===== config.mk =====
export PLATFORM = sky130hd
export DESIGN_NAME = cdb_arbiter
export DESIGN_NICKNAME = d
export VERILOG_FILES = /design/src/rtl/cdb_arbiter.sv
export SDC_FILE = /design/constraint.sdc
export NUM_CORES = 1
export LEC_CHECK = 0
export BUFFER_PORTS_ARGS = -buffer_cell sky130_fd_sc_hd__buf_2
export CELL_PAD_IN_SITES_DETAIL_PLACEMENT = 1
export CELL_PAD_IN_SITES_GLOBAL_PLACEMENT = 1
export CORE_MARGIN = 2
export CORE_UTILIZATION = 48
export CTS_CLUSTER_SIZE = 30
export DETAILED_ROUTE_END_ITERATION = 10
export GPL_TIMING_DRIVEN = 0
export PLACE_DENSITY = 0.85
export SYNTH_ARGS = -nofsm -noshare
export SYNTH_HDL_FRONTEND = slang
export SYNTH_SLANG_ARGS = --single-unit

===== constraint.sdc =====
create_clock -name clk -period 5.3 [get_ports clk]
set_input_delay 1.325 -clock clk [delete_from_list [all_inputs] [get_ports clk]]
set_output_delay 1.325 -clock clk [all_outputs]
set_load 0.02 [all_outputs]

===== src/rtl/cdb_arbiter.sv =====
// ---------------------------------------------------------------------------
// cdb_arbiter
//
// Result buffer and arbiter for the common data bus (CDB). Every functional
// unit (0 alu, 1 mul, 2 div, 3 mem) writes its finished result into a small
// FIFO of its own. One result per cycle is granted by round-robin and
// broadcast on the registered BCEN/BCdata/BClabel bus. Units never wait for
// bus acceptance. They only see src_ready, which depends on FIFO occupancy.
// A result whose label is 0 has no consumer. It is dropped at the FIFO head
// without using a bus slot.
//
// Optional build macro:
//   CDB_BYPASS_EN - a push into an empty FIFO enters arbitration in the same
//                   cycle. If it wins, it is broadcast after that edge and is
//                   never written into the FIFO.
//
// Ports:
//   clk        in   system clock, rising edge
//   RST        in   synchronous reset, active-high
//   src_valid  in   [NUM_SRC]          per-source result valid
//   src_ready  out  [NUM_SRC]          per-source FIFO can accept
//   src_data   in   [NUM_SRC*DATA_W]   packed results, source i at [i*DATA_W +: DATA_W]
//   src_label  in   [NUM_SRC*LABEL_W]  packed tags, source i at [i*LABEL_W +: LABEL_W]
//   BCEN       out  broadcast valid (one cycle per grant)
//   BCdata     out  [DATA_W]   broadcast result
//   BClabel    out  [LABEL_W]  broadcast tag
//   pending    out  total entries held across all FIFOs (registered)
// ---------------------------------------------------------------------------
module cdb_arbiter #(
    parameter int NUM_SRC = 4,
    parameter int DEPTH   = 2,
    parameter int DATA_W  = 32,
    parameter int LABEL_W = 4
) (
    input  logic                                clk,
    input  logic                                RST,
    input  logic [NUM_SRC-1:0]                  src_valid,
    output logic [NUM_SRC-1:0]                  src_ready,
    input  logic [NUM_SRC*DATA_W-1:0]           src_data,
    input  logic [NUM_SRC*LABEL_W-1:0]          src_label,
    output logic                                BCEN,
    output logic [DATA_W-1:0]                   BCdata,
    output logic [LABEL_W-1:0]                  BClabel,
    output logic [$clog2(NUM_SRC*DEPTH+1)-1:0]  pending
);

    localparam int PTR_W  = $clog2(DEPTH);
    localparam int CNT_W  = $clog2(DEPTH + 1);
    localparam int SRC_W  = (NUM_SRC > 1) ? $clog2(NUM_SRC) : 1;
    localparam int SCAN_W = SRC_W + 1;
    localparam int PEND_W = $clog2(NUM_SRC*DEPTH + 1);

    // Per-source head view presented to the arbiter
    logic [NUM_SRC-1:0]              headVld_p0;
    logic [NUM_SRC-1:0][DATA_W-1:0]  headData_p0;
    logic [NUM_SRC-1:0][LABEL_W-1:0] headLabel_p0;
    logic [NUM_SRC-1:0]              candidate_p0;
    logic [NUM_SRC-1:0]              zeroDrop_p0;
    logic [NUM_SRC-1:0]              bypassHit;
    logic [NUM_SRC-1:0]              popSel;
    logic [NUM_SRC-1:0][CNT_W-1:0]   countNextAll;

    // Arbitration result
    logic                            grantVld_p0;
    logic [SRC_W-1:0]                grantIdx_p0;
    logic [SRC_W-1:0]                rrPtr;
    logic [SRC_W-1:0]                rrNext;
    logic [SCAN_W-1:0]               scanSum;
    logic [SRC_W-1:0]                scanIdx;
    logic [PEND_W-1:0]               pendingNext;

    // ---- stage p0: per-source FIFOs and head selection ----
    for (genvar g = 0; g < NUM_SRC; g++) begin : gSrc
        logic [DATA_W-1:0]  memData  [DEPTH];
        logic [LABEL_W-1:0] memLabel [DEPTH];
        logic [PTR_W-1:0]   rdPtr;
        logic [PTR_W-1:0]   wrPtr;
        logic [CNT_W-1:0]   count;
        logic [CNT_W-1:0]   countNext;
        logic               isEmpty;
        logic               storePush;
        logic               fifoPop;
        logic [DATA_W-1:0]  inData;
        logic [LABEL_W-1:0] inLabel;

        assign inData  = src_data[g*DATA_W +: DATA_W];
        assign inLabel = src_label[g*LABEL_W +: LABEL_W];
        assign isEmpty = (count == '0);

        // Ready looks only at occupancy, never at a same-cycle pop, so the
        // unit-facing handshake has no path through the arbiter.
        assign src_ready[g] = (count != CNT_W'(DEPTH)) && !RST;

`ifdef CDB_BYPASS_EN
        assign bypassHit[g] = isEmpty && src_valid[g] && src_ready[g];
`else
        assign bypassHit[g] = 1'b0;
`endif

        assign headVld_p0[g]   = !isEmpty || bypassHit[g];
        assign headData_p0[g]  = bypassHit[g] ? inData  : memData[rdPtr];
        assign headLabel_p0[g] = bypassHit[g] ? inLabel : memLabel[rdPtr];
        assign candidate_p0[g] = headVld_p0[g] && (headLabel_p0[g] != '0);
        assign zeroDrop_p0[g]  = headVld_p0[g] && (headLabel_p0[g] == '0);

        assign popSel[g] = zeroDrop_p0[g] ||
                           (grantVld_p0 && (grantIdx_p0 == SRC_W'(g)));

        // A bypassed entry that is consumed right away never occupies a slot.
        assign storePush = src_valid[g] && src_ready[g] && !(bypassHit[g] && popSel[g]);
        assign fifoPop   = popSel[g] && !bypassHit[g];

        always_comb begin
            countNext = count;
            if (storePush && !fifoPop) begin
                countNext = count + CNT_W'(1);
            end else if (!storePush && fifoPop) begin
                countNext = count - CNT_W'(1);
            end
        end

        assign countNextAll[g] = countNext;

        always_ff @(posedge clk) begin
            if (RST) begin
                rdPtr <= '0;
                wrPtr <= '0;
                count <= '0;
            end else begin
                if (storePush) begin
                    wrPtr <= wrPtr + PTR_W'(1);
                end
                if (fifoPop) begin
                    rdPtr <= rdPtr + PTR_W'(1);
                end
                count <= countNext;
            end
        end

        // Payload storage carries no reset; validity lives in count.
        always_ff @(posedge clk) begin
            if (storePush) begin
                memData[wrPtr]  <= inData;
                memLabel[wrPtr] <= inLabel;
            end
        end
    end

    // Round-robin search starting at rrPtr, wrapping modulo NUM_SRC.
    always_comb begin
        grantVld_p0 = 1'b0;
        grantIdx_p0 = '0;
        scanSum     = '0;
        scanIdx     = '0;
        for (int k = 0; k < NUM_SRC; k++) begin
            scanSum = {1'b0, rrPtr} + SCAN_W'(k);
            if (scanSum >= SCAN_W'(NUM_SRC)) begin
                scanSum = scanSum - SCAN_W'(NUM_SRC);
            end
            scanIdx = scanSum[SRC_W-1:0];
            if (!grantVld_p0 && candidate_p0[scanIdx]) begin
                grantVld_p0 = 1'b1;
                grantIdx_p0 = scanIdx;
            end
        end
    end

    always_comb begin
        rrNext = grantIdx_p0 + SRC_W'(1);
        if (grantIdx_p0 == SRC_W'(NUM_SRC - 1)) begin
            rrNext = '0;
        end
    end

    always_comb begin
        pendingNext = '0;
        for (int i = 0; i < NUM_SRC; i++) begin
            pendingNext = pendingNext + PEND_W'(countNextAll[i]);
        end
    end

    // ---- stage p1: registered broadcast ----
    always_ff @(posedge clk) begin
        if (RST) begin
            rrPtr   <= '0;
            BCEN    <= 1'b0;
            BCdata  <= '0;
            BClabel <= '0;
            pending <= '0;
        end else begin
            pending <= pendingNext;
            BCEN    <= grantVld_p0;
            if (grantVld_p0) begin
                BCdata  <= headData_p0[grantIdx_p0];
                BClabel <= headLabel_p0[grantIdx_p0];
                rrPtr   <= rrNext;
            end else begin
                BCdata  <= '0;
                BClabel <= '0;
            end
        end
    end

endmodule


[Word-level counts from Yosys, hierarchy flattened]
Memory sizes are Yosys's and may differ from the RTL's. A register that Yosys moved wholly into a read port is not among the register bits.
Cells that the tools add are included.
Storage, ports and cells
  register bits: 59
  word-level logic and storage cells: 191
  memories: 8
  RAM bits: 288
  output and inout bits: 45
  input port bits: 150
Operators by class
  magnitude comparators: 9
  $add $sub $neg: 27
  bitwise gates (word level): 1
  equal/unequal tests: 7
  reduce and logical (&&, ||, !) cells: 65
  muxes and demuxes: 57
Memory list
  gSrc[0].memData: depth 2, width 32, rd ports 1, clocked after memory_dff 1, write ports 1, line 74  | logic [DATA_W-1:0] memData [DEPTH];
  gSrc[1].memData: depth 2, width 32, rd ports 1, clocked after memory_dff 1, write ports 1, line 74
  gSrc[2].memData: depth 2, width 32, rd ports 1, clocked after memory_dff 1, write ports 1, line 74
  gSrc[3].memData: depth 2, width 32, rd ports 1, clocked after memory_dff 1, write ports 1, line 74
  gSrc[0].memLabel: depth 2, width 4, rd ports 1, clocked after memory_dff 1, write ports 1, line 75  | logic [LABEL_W-1:0] memLabel [DEPTH];
  gSrc[1].memLabel: depth 2, width 4, rd ports 1, clocked after memory_dff 1, write ports 1, line 75
  +2 memories
Operators with widths (number)
  binary-select mux 32 bit (select 2 bit): 1
  two-way mux 2 bit: 17
  two-way mux 1 bit: 32
  two-way mux 32 bit: 1
  logical AND 1 bit: 31
  logical NOT 1 bit: 16
  logical NOT 4 bit: 4
  nonzero test 4 bit: 4
  subtractor 2 x 1 -> 2 bit, second input constant: 8
  less-than comparator 2 x 3 -> 1 bit, second input constant: 5
  adder 2 x 1 -> 2 bit, second input constant: 5
  logical NOT 2 bit: 5
  >= comparator 3 bit, second input constant: 3
  adder 1 bit, second input constant: 8
  binary-select mux 1 bit (select 2 bit): 4
  binary-select mux 4 bit (select 2 bit): 1
  != test 2 bit, second input constant: 4
  adder 2 x 2 -> 3 bit, second input constant: 2
  adder 3 x 2 -> 4 bit: 1
  adder 4 x 2 -> 4 bit: 1
  equality test 2 bit, second input constant: 2
  logical OR 1 bit: 4
  two-way mux 4 bit: 1
  adder 2 x 1 -> 3 bit, second input constant: 1
  5 further kinds: 5

[Logic depth before layout (Yosys ltp)]
Gate-level depths: netlist of the first run.
  depth in word-level cells: 24
  gate-level depth with buffers: 19
  mapped depth without buffers: 19

[Worst setup path after synthesis of the first run]
Ideal clock, no wire load.
  path type: register to register
  start point: reg gSrc[1].count[1]
  end point: reg pending[2]
  data required time: 5.172 ns
  cell stages (with the launch flop): 20
  library setup time: 0.128 ns
  data arrival time: 4.608 ns
  setup slack: 0.564 ns
  path through: dfxtp_1 > inv_1 > ha_1 > or2_2 > o22ai_1 > a21oi_1 > o21a_1 > inv_2 > buf_1 > ha_1 > o31ai_1 > a2bb2oi_1 > mux2i_1 > nor2_1 > fa_1 > inv_1 > fa_1 > ha_1 > fa_1 > nor2b_1
Between the ends
  longest elaborated chain between the ends: 24
  elaborated cells between the ends (all ways): 67
  those cells by class: 5 x add/sub; 4 x eq/ne; 24 x mux; 34 x reduce/logical
Ends and longest elaborated chain
  start, declared: line 78  | logic [CNT_W-1:0] count;
  start signal, assigned: line 136  | count <= countNext;
  logical NOT 2 bit: line 88  | assign isEmpty = (count == '0);
  logical NOT 1 bit: line 100  | assign headVld_p0[g] = !isEmpty || bypassHit[g];
  logical AND 1 bit: line 103  | assign candidate_p0[g] = headVld_p0[g] && (headLabel_p0[g] != '0);
  binary-select mux 1 bit (select 2 bit): line 161  | if (!grantVld_p0 && candidate_p0[scanIdx]) begin
  two-way mux 1 bit (not written as such): line 161
  two-way mux 1 bit: line 161
  logical NOT 1 bit: line 161
  logical AND 1 bit: line 161
  [9 not listed]
  logical OR 1 bit: line 106  | assign popSel[g] = zeroDrop_p0[g] ||
  logical AND 1 bit / logical NOT 1 bit (equally long branches): line 117, 115
  two-way mux 2 bit / logical AND 1 bit (equally long branches): line 117, 115
  two-way mux 2 bit: line 115  | if (storePush && !fifoPop) begin
  adder 2 x 2 -> 3 bit: line 178  | pendingNext = pendingNext + PEND_W'(countNextAll[i]);
  adder 3 x 2 -> 4 bit: line 178
  adder 4 x 2 -> 4 bit *: line 178
  net pendingNext[2]: line 70  | logic [PEND_W-1:0] pendingNext;
  end signal, assigned: line 191  | pending <= pendingNext;
  end, declared: line 44  | output logic [$clog2(NUM_SRC*DEPTH+1)-1:0] pending
Mark *: on every way through the listed nets, which the timed path passes. The rest lies on a longest branch. The select of a mux whose other input is x is not followed.
A chain may end at the register's enable or synchronous reset.

==> impl_metrics.py, run 1 <==
metrics = {
    "timing": {
        "max_slew_margin": 0.336,
        "skew_ns": 0.0204,
        "worst_slack_ns": 0.300,
        "hold_viol": 0,
        "tightestPinTransition_ns": 0.996,
        "final_max_slew_viol_count": 0,
        "period_share": 0.943,
        "finalCriticalPeriod_ns": 5.00,
        "fmax_mhz": 200,
        "setup_violations": 0,
    },
    "floorplanning": {
        "die_height_um": 173,
        "rows": 61,
        "dieWidth_um": 173,
        "core_region_area_sq_um": 28000,
        "num_io_pins": 195,
        "start_util": 0.490,
        "dieArea_sq_um": 30000,
    },
    "drt": {
        "num_vias": 8016,
        "drc_errors": 0,
        "routedWlPerCell_um": 22.3,
        "antenna_left": 0,
        "wl_mm": 33.6,
        "first_pass_iters": 5,
        "drt-initial-drc-count": 555,
        "vias_per_cell": 5.32,
    },
    "logic_synthesis": {
        "avgSynthCellArea_sq_um": 16.2,
        "synthTopCellsByArea": "edfxtp_1, mux2i_1, dfxtp_1",
        "postSynthCellCount": 849,
        "netlist.area_leader.share": 0.630,
        "async_flop_share": 0,
        "synth_nets": 1017,
        "ys_seq_area_frac": 0.722,
        "netlist_area_sq_um": 13700,
        "yosysTopAreaCell": "edfxtp_1",
        "ys_ff_latch": 351,
        "synthFlopType": "edfxtp_1",
        "yosysWarnings": 0,
        "ys_types": 44,
        "synth-edff-count": 288,
    },
    "finish": {
        "mostFrequentLayoutCells": "edfxtp_1, buf_2, mux2i_1",
        "syn2layout_area_growth_pct": 21.6,
        "fin_util": 0.596,
        "drive_above_1_share": 0.267,
        "regArea_sq_um": 9910,
        "final.fill_count": 2643,
        "multiInputGateArea_sq_um": 3640,
        "nNetsFinal": 1257,
        "instances_no_fill": 1507,
        "layout_commonest_cell": "edfxtp_1",
    },
    "run": {
        "drv_cap": 0,
    },
    "place": {
        "place_congestion": 0.743,
        "post-dp-hpwl_mm": 24.0,
        "io_buffers": 194,
        "dp.cells": 1429,
        "pre_cts_slack_ns": -0.465,
    },
    "clock_network": {
        "clk_pin_slew_ns": 0.06,
        "cts_tree": "done",
        "cts-root-buf": "clkbuf_16",
        "numClockSinks": 351,
        "clk_latency_ns": 0.53,
        "clockBufferDepth": 3,
        "cts-hold-fix-buffers": 0,
        "cts-buffers-inserted": 37,
        "htreeDepth": 2,
    },
    "global_routing": {
        "grt-ovfl-total": 0,
        "grt_max_degree": 23,
        "grt_pass1_vias": 8987,
        "antenna_found_initial": 12,
        "grt_pass1_wl_mm": 51.2,
        "grtUsageTotal": 0.224,
    },
    "power_and_ir_drop": {
        "powerDensity_nw_per_um2": 575,
        "leakagePower_nw": 6.15,
        "p_total_mw": 9.61,
        "irDropWorstVdd_mv": 0.306,
    },
    "critical_path": {
        "cp.required_ns": 5.68,
        "cp-start-kind": "flop",
        "cp.arrival_ns": 5.38,
        "crit_fanout": 11,
        "criticalPathCategory": "flop to flop",
        "reg2regPathDepth": 16,
        "endpoint_kind": "flop",
    },
    "worst_hold_path": {
        "hold_path_class": "flop to flop",
        "min_path_cells": 2,
    },
    "outcome": {
        "status": "complete, no violations",
    },
}
-- synthesized netlist by cell type, drive strengths merged, types with 3 or more instances --
cell	count
a21oi	6
a32o	36
and2	4
and3	4
buf	12
clkbuf	27
dfxtp	63
edfxtp	288
fa	4
ha	14
inv	19
mux2i	190
nand2	85
nand2b	4
nor2	33
nor2b	9
nor4	4
o22ai	3
or2	3
or4	5
xnor2	15
-- registers in the layout (all words and copies together) (netlist names), named ones only --
signal and flops:
BCEN 1, BCdata 32, BClabel 4, gSrc.count 8, gSrc.memData 256, gSrc.memLabel 32
gSrc.rdPtr 4, gSrc.wrPtr 4, pending 4, rrPtr 2
-- timing repair --
| action | in CTS | in global routing |
|---|---|---|
| resized for setup | 2 | 6 |
| setup endpoints to repair | 3 | 2 |
| buffers inserted | 0 | 0 |
-- cell families after synthesis --
family                   count (synthesis)  synth area share
flip-flops                             351             0.722
multiplexers                           191             0.140
AND/OR/NAND/NOR                        153            0.0505
AO/OA/AOI/OAI                           62            0.0413
buffers and inverters                   58            0.0181
adder cells (fa/ha/maj)                 18            0.0186
XOR/XNOR                                16            0.0102
-- area by class of cell --
cell class,count,share of cell area
buffer,38,0.0105
tap,378,0.0283
timing repair buffer,202,0.0695
antenna,12,0.00180
clock inverter,12,0.0109
inverter,19,0.00442
multi-input combinational,440,0.218
clock buffer,55,0.0631
sequential,351,0.594
-- critical path, stage by stage (launching register included) --
cell and delay (ns):
edfxtp_1 0.40, or4_1 0.58, a22o_1 0.29, a21oi_1 0.14, o21a_1 0.24, clkbuf_2 0.32, ha_1 0.24, a21oi_1 0.06
a31oi_2 0.33, mux2i_1 0.29, nor2_1 0.10, fa_1 0.51, inv_1 0.06, fa_1 0.46, ha_1 0.24, fa_1 0.44
nor2b_1 0.14
-- worst paths after layout --
kind / startpoint / to / slack (ns)
worst max-delay path: gSrc[0].memLabel[0][1] / pending[2] / 0.30
worst min-delay path: rrPtr[1] / rrPtr[1] / 0.51
worst max register to register: gSrc[0].memLabel[0][1] / pending[2] / 0.30
worst min register to register: rrPtr[1] / rrPtr[1] / 0.51
-- per-layer routing --
| layer | GRT usage | vias to the layer above | wire, um |
|---|---|---|---|
| met4 | 0.0749 | 2 | 814 |
| met5 | 0 | - | 13 |
| met2 | 0.406 | 239 | 17600 |
| li1 | - | 3702 | - |
| met3 | 0.0431 | 61 | 1760 |
| met1 | 0.267 | 4012 | 13400 |
-- stage by stage --
stage	setup TNS (ns)	hold slack, ns	instance area (sq um)
after global placement	-8.88	0.474	15200
after CTS	0	0.517	16600
after detailed placement	-0.934	0.509	15400
after global routing	-0.00134	0.541	16700
final	0	0.515	16700
after floorplan	0	0.453	13700
-- power breakdown --
group / total (mW) / internal [mW] / switching (mW)
combinational: 3.55 / 1.40 / 2.15
clock: 2.61 / 1.58 / 1.03
sequential: 3.45 / 3.34 / 0.111
total: 9.61 / 6.32 / 3.28
Note: power is estimated with default switching activity, not from simulation.
==> run 2: changes to the inputs <==
Settings changed: CORE_UTILIZATION 48 to 51, PLACE_DENSITY 0.85 to 0.89.
Clock period 5.3 ns to 6.3 ns, I/O delays scaled along.
==> run 2 against run 1 <==
Compared with the run above:
- clock skew rose by 0.0037 ns
- critical path depth up 3
- global-route usage grew 2.0 points
- clock power is 24% lower
- critical path type unchanged
- critical endpoint unchanged
- largest power group unchanged
==> impl_metrics.py, run 2 (synthesized netlist as in run 1, its figures left out) <==
metrics = {
    "outcome": {
        "status": "complete, no violations",
    },
    "floorplanning": {
        "num_io_pins": 195,
        "rows": 60,
        "die_height_um": 168,
        "dieArea_sq_um": 28300,
        "dieWidth_um": 168,
        "core_region_area_sq_um": 26700,
        "start_util": 0.514,
    },
    "timing": {
        "worst_slack_ns": 0.479,
        "period_share": 0.924,
        "skew_ns": 0.0242,
        "tightestPinTransition_ns": 0.921,
        "rsz0062_at_grt": "false",
        "finalCriticalPeriod_ns": 5.82,
        "hold_viol": 0,
        "max_slew_margin": 0.386,
        "setup_violations": 0,
        "fmax_mhz": 172,
        "tns_ns": 0,
        "final_max_slew_viol_count": 0,
    },
    "power_and_ir_drop": {
        "sw_frac_of_total": 0.350,
        "clkPwrFrac": 0.254,
        "leakagePower_nw": 6.08,
        "internal-power_mw": 5.10,
        "power_switching_mw": 2.75,
        "irDropWorstVdd_mv": 0.277,
        "pwr-share-seq": 0.370,
        "p_comb_frac": 0.376,
        "powerDensity_nw_per_um2": 476,
    },
    "critical_path": {
        "cp-start-kind": "flop",
        "cp.required_ns": 6.67,
        "critPathSlowestCell": "buf_1",
        "endpoint_kind": "flop",
        "crit_chain": "inv_1 -> ha_1 -> or2_2 -> o22ai_1 -> a21oi_1 -> o21a_1 -> inv_2 -> buf_1 -> ha_1 -> o31ai_1 -> a2bb2oi_1 -> mux2i_1 -> nor2_1 -> fa_1 -> inv_1 -> fa_1 -> ha_1 -> fa_1 -> nor2b_1",
        "critPathMaxStageDelay_ns": 0.57,
        "criticalPathCategory": "flop to flop",
        "cp.arrival_ns": 6.19,
        "crit_fanout": 11,
    },
    "drt": {
        "routedWlPerCell_um": 23.4,
        "first_pass_iters": 5,
        "drt-initial-drc-count": 541,
        "antenna_left": 0,
        "vias_per_cell": 5.47,
        "wl_mm": 34.3,
        "num_vias": 8025,
        "drc_errors": 0,
    },
    "finish": {
        "drive_above_1_share": 0.256,
        "top_register": "gSrc.memData",
        "layout_commonest_cell": "edfxtp_1",
        "mostFrequentLayoutCells": "edfxtp_1, buf_2, mux2i_1",
        "instances_no_fill": 1468,
        "reg.largest.list": "gSrc.memData: 256 flops, BCdata: 32 flops, gSrc.memLabel: 32 flops",
        "syn2layout_area_growth_pct": 20.0,
        "nNetsFinal": 1258,
        "final.fill_count": 2551,
        "largest_reg_flops": 256,
    },
    "clock_network": {
        "numClockSinks": 351,
        "cts-root-buf": "clkbuf_16",
        "htreeDepth": 2,
        "clockBufferDepth": 3,
        "cts_tree": "done",
        "clk_latency_ns": 0.52,
        "cts-hold-fix-buffers": 0,
        "postCtsResizedCells": 0,
        "clk_pin_slew_ns": 0.05,
        "cts_setup_buffers": 0,
        "cts-buffers-inserted": 37,
    },
    "global_routing": {
        "grt-ovfl-total": 0,
        "antenna_found_initial": 13,
        "grt_pass1_wl_mm": 51.5,
        "grtUsageTotal": 0.244,
        "grt_max_degree": 23,
        "grt_pass1_vias": 8919,
    },
    "place": {
        "post-dp-hpwl_mm": 24.2,
        "dp.cells": 1392,
        "io_buffers": 194,
        "place_congestion": 0.779,
        "pre_cts_slack_ns": 0.563,
    },
    "worst_hold_path": {
        "hold_path_class": "flop to flop",
    },
    "run": {
        "drv_cap": 0,
    },
}
[run 2: cell types whose count changed in the layout (fill, tap and decap cells not counted), sizes merged]
cell,before,now
buf,213,214
bufinv,4,0
clkbuf,82,81
clkinv,5,13
diode,12,9
inv,22,19
[run 2: layout make-up]
| type | instances | area [sq um] | share of cell area |
|---|---|---|---|
| antenna | 9 | 22.5 | 0.00137 |
| buffer | 39 | 178 | 0.0108 |
| clock buffer | 54 | 1030 | 0.0626 |
| clock inverter | 13 | 70.1 | 0.00425 |
| inverter | 19 | 71.3 | 0.00433 |
| multi-input combinational | 440 | 3610 | 0.219 |
| sequential | 351 | 9910 | 0.601 |
| tap | 341 | 427 | 0.0259 |
| timing repair buffer | 202 | 1160 | 0.0705 |
[run 2: worst max-delay path: cells and delay by family, from the launching register on]
kind / cells / cell delay, ns
AO/OA/AOI/OAI: 5 / 1.36
adder cells (fa/ha/maj): 6 / 2.17
buffers and inverters: 4 / 0.95
flip-flops: 1 / 0.36
multiplexers: 1 / 0.31
AND/OR/NAND/NOR: 3 / 0.52
[run 2: power by group through the flow]
stage          logic (mW)  clock network, mW  registers (mW)
3_5_place_dp         2.96                  0            2.95
5_1_grt              3.24               2.11            2.92
6_report             2.95               1.99            2.91
2_1_floorplan        1.91                  0            3.03
3_3_place_gp         2.77                  0            2.94
4_1_cts              2.99               2.03            2.91
[run 2: path summary, 6_finish.rpt]
check / to / depth (start not counted) / startpoint / slack, ns
setup / recovery: pending[2] / 19 / gSrc[1].count[1] / 0.48
hold reg to reg: rrPtr[1] / 2 / rrPtr[1] / 0.50
setup reg to reg: pending[2] / 19 / gSrc[1].count[1] / 0.48
hold / removal: rrPtr[1] / 2 / rrPtr[1] / 0.50
[run 2: stage by stage]
step / hold slack, ns / cell area (sq um) / total power, mW / utilization
3_5_place_dp: 0.491 / 15400 / 5.90 / 0.574
3_3_place_gp: 0.473 / 15100 / 5.72 / 0.566
4_1_cts: 0.499 / 16500 / 7.92 / 0.616
6_report: 0.498 / 16500 / 7.85 / 0.617
5_1_grt: 0.528 / 16500 / 8.27 / 0.616
2_1_floorplan: 0.453 / 13700 / 4.94 / -
[run 2: layer usage]
layer  part of all wire  routed length (um)  GRT usage
met1               0.40               13600      0.294
met2               0.53               18200      0.435
met3              0.052                1790     0.0508
met4              0.020                 701     0.0903
met5             0.0014                  48          0
==> run 3: changes to the inputs <==
Settings changed: PLACE_DENSITY 0.89 to not set, PLACE_DENSITY_LB_ADDON set to 0.1.
==> run 3 against run 2 <==
Compared with the run above:
- clock power up 5%
- critical path type unchanged
- largest power group unchanged
- critical endpoint unchanged
- first-iteration DRC count down 18%
- non-clock buffer count is the same
- wire length fell by 2.9%
- highest routed layer unchanged
==> impl_metrics.py, run 3 (synthesized netlist as in run 1, its figures left out) <==
metrics = {
    "finish": {
        "syn2layout_area_growth_pct": 20.2,
        "layout_commonest_cell": "edfxtp_1",
        "design_area_sq_um": 16500,
        "mostFrequentLayoutCells": "edfxtp_1, buf_2, mux2i_1",
        "fin_util": 0.618,
        "nNetsFinal": 1258,
        "drive_above_1_share": 0.259,
        "multiInputGateArea_sq_um": 3610,
        "final.fill_count": 2533,
        "top_register": "gSrc.memData",
        "reg.largest.list": "gSrc.memData: 256 flops, BCdata: 32 flops, gSrc.memLabel: 32 flops",
        "largest_reg_flops": 256,
        "regArea_sq_um": 9910,
    },
    "critical_path": {
        "path_buf_inv": 4,
        "critPathSlowestCell": "fa_1",
        "crit_chain": "inv_1 -> ha_1 -> or2_2 -> o22ai_1 -> a21oi_1 -> o21a_1 -> inv_2 -> buf_1 -> ha_1 -> o31ai_1 -> a2bb2oi_1 -> mux2i_1 -> nor2_1 -> fa_1 -> inv_1 -> fa_1 -> ha_1 -> fa_1 -> nor2b_1",
        "criticalPathCategory": "flop to flop",
        "cp.arrival_ns": 6.10,
        "cp.required_ns": 6.70,
        "crit_fanout": 11,
        "endpoint_kind": "flop",
        "cp-start-kind": "flop",
        "critPathMaxStageDelay_ns": 0.54,
        "crit_family": "adder cells",
    },
    "global_routing": {
        "grt_pass1_wl_mm": 50.4,
        "grt_pass1_vias": 8755,
        "grt_max_degree": 27,
        "grt-ovfl-total": 0,
        "antenna_found_initial": 9,
        "grtUsageTotal": 0.239,
    },
    "clock_network": {
        "cts-hold-fix-buffers": 0,
        "postCtsResizedCells": 0,
        "htreeDepth": 2,
        "clk_latency_ns": 0.52,
        "numClockSinks": 351,
        "clk_pin_slew_ns": 0.06,
        "cts_setup_buffers": 0,
        "cts-root-buf": "clkbuf_16",
        "clockBufferDepth": 3,
        "cts_tree": "done",
        "cts-buffers-inserted": 37,
    },
    "power_and_ir_drop": {
        "powerDensity_nw_per_um2": 478,
        "leakagePower_nw": 6.10,
        "irDropWorstVdd_mv": 0.288,
    },
    "drt": {
        "num_vias": 7929,
        "wl_mm": 33.3,
        "routedWlPerCell_um": 22.7,
        "drt-initial-drc-count": 444,
        "first_pass_iters": 7,
        "drc_errors": 0,
        "antenna_left": 0,
        "vias_per_cell": 5.41,
    },
    "floorplanning": {
        "core_region_area_sq_um": 26700,
        "dieArea_sq_um": 28300,
        "dieWidth_um": 168,
        "die_height_um": 168,
        "start_util": 0.514,
        "rows": 60,
        "num_io_pins": 195,
    },
    "timing": {
        "period_share": 0.905,
        "final_max_slew_viol_count": 0,
        "setup_violations": 0,
        "fmax_mhz": 175,
        "max_slew_margin": 0.367,
        "rsz0062_at_grt": "false",
        "finalCriticalPeriod_ns": 5.70,
        "tightestPinTransition_ns": 0.950,
        "skew_ns": 0.0108,
        "hold_viol": 0,
        "tns_ns": 0,
    },
    "worst_hold_path": {
        "hold_path_class": "flop to flop",
    },
    "outcome": {
        "status": "complete, no violations",
    },
    "place": {
        "place_congestion": 0.754,
        "io_buffers": 194,
        "placement.cell_area_sq_um": 15300,
        "post-dp-hpwl_mm": 23.7,
    },
    "run": {
        "drv_cap": 0,
    },
}
## run 3: cell type report
type | instances | share of cell area
Multi-Input combinational cell | 440 | 0.219
Antenna cell | 7 | 0.00106
Sequential cell | 351 | 0.600
Clock inverter | 13 | 0.00864
Tap cell | 341 | 0.0259
Inverter | 19 | 0.00432
Timing Repair Buffer | 202 | 0.0694
Buffer | 39 | 0.0108
Clock buffer | 53 | 0.0610
## run 3: path summary, 6_finish.rpt
check	end	cells after the start	slack (ns)	startpoint
max	pending[2]	19	0.60	gSrc[1].count[1]
min	rrPtr[1]	2	0.51	rrPtr[1]
max reg2reg	pending[2]	19	0.60	gSrc[1].count[1]
min reg2reg	rrPtr[1]	2	0.51	rrPtr[1]
## run 3: stage by stage
step	total power [mW]	cells	setup slack, ns	hold WS [ns]
2_1_floorplan	4.94	849	1.56	0.453
3_3_place_gp	5.76	1384	0.640	0.481
3_5_place_dp	5.88	1392	0.556	0.501
4_1_cts	7.98	1458	0.557	0.520
5_1_grt	8.33	1463	0.238	0.557
6_report	7.89	1465	0.600	0.514
## run 3: report_power, final
group | internal, mW | total, mW | switching [mW]
logic | 1.15 | 2.91 | 1.76
registers | 2.81 | 2.90 | 0.0936
clock network | 1.21 | 2.08 | 0.870
## run 3: worst register-to-register path: stages, from the launching register on
cell and delay (ns):
dfxtp_1 0.35, inv_1 0.07, ha_1 0.22, or2_2 0.30, o22ai_1 0.40, a21oi_1 0.09, o21a_1 0.24, inv_2 0.23
buf_1 0.51, ha_1 0.32, o31ai_1 0.11, a2bb2oi_1 0.53, mux2i_1 0.29, nor2_1 0.10, fa_1 0.54, inv_1 0.05
fa_1 0.46, ha_1 0.22, fa_1 0.42, nor2b_1 0.14
## run 3: per-layer routing
metal,GRT usage,share of wire
met5,0,0.00072
met4,0.0693,0.021
met3,0.0376,0.042
met2,0.427,0.52
met1,0.305,0.42
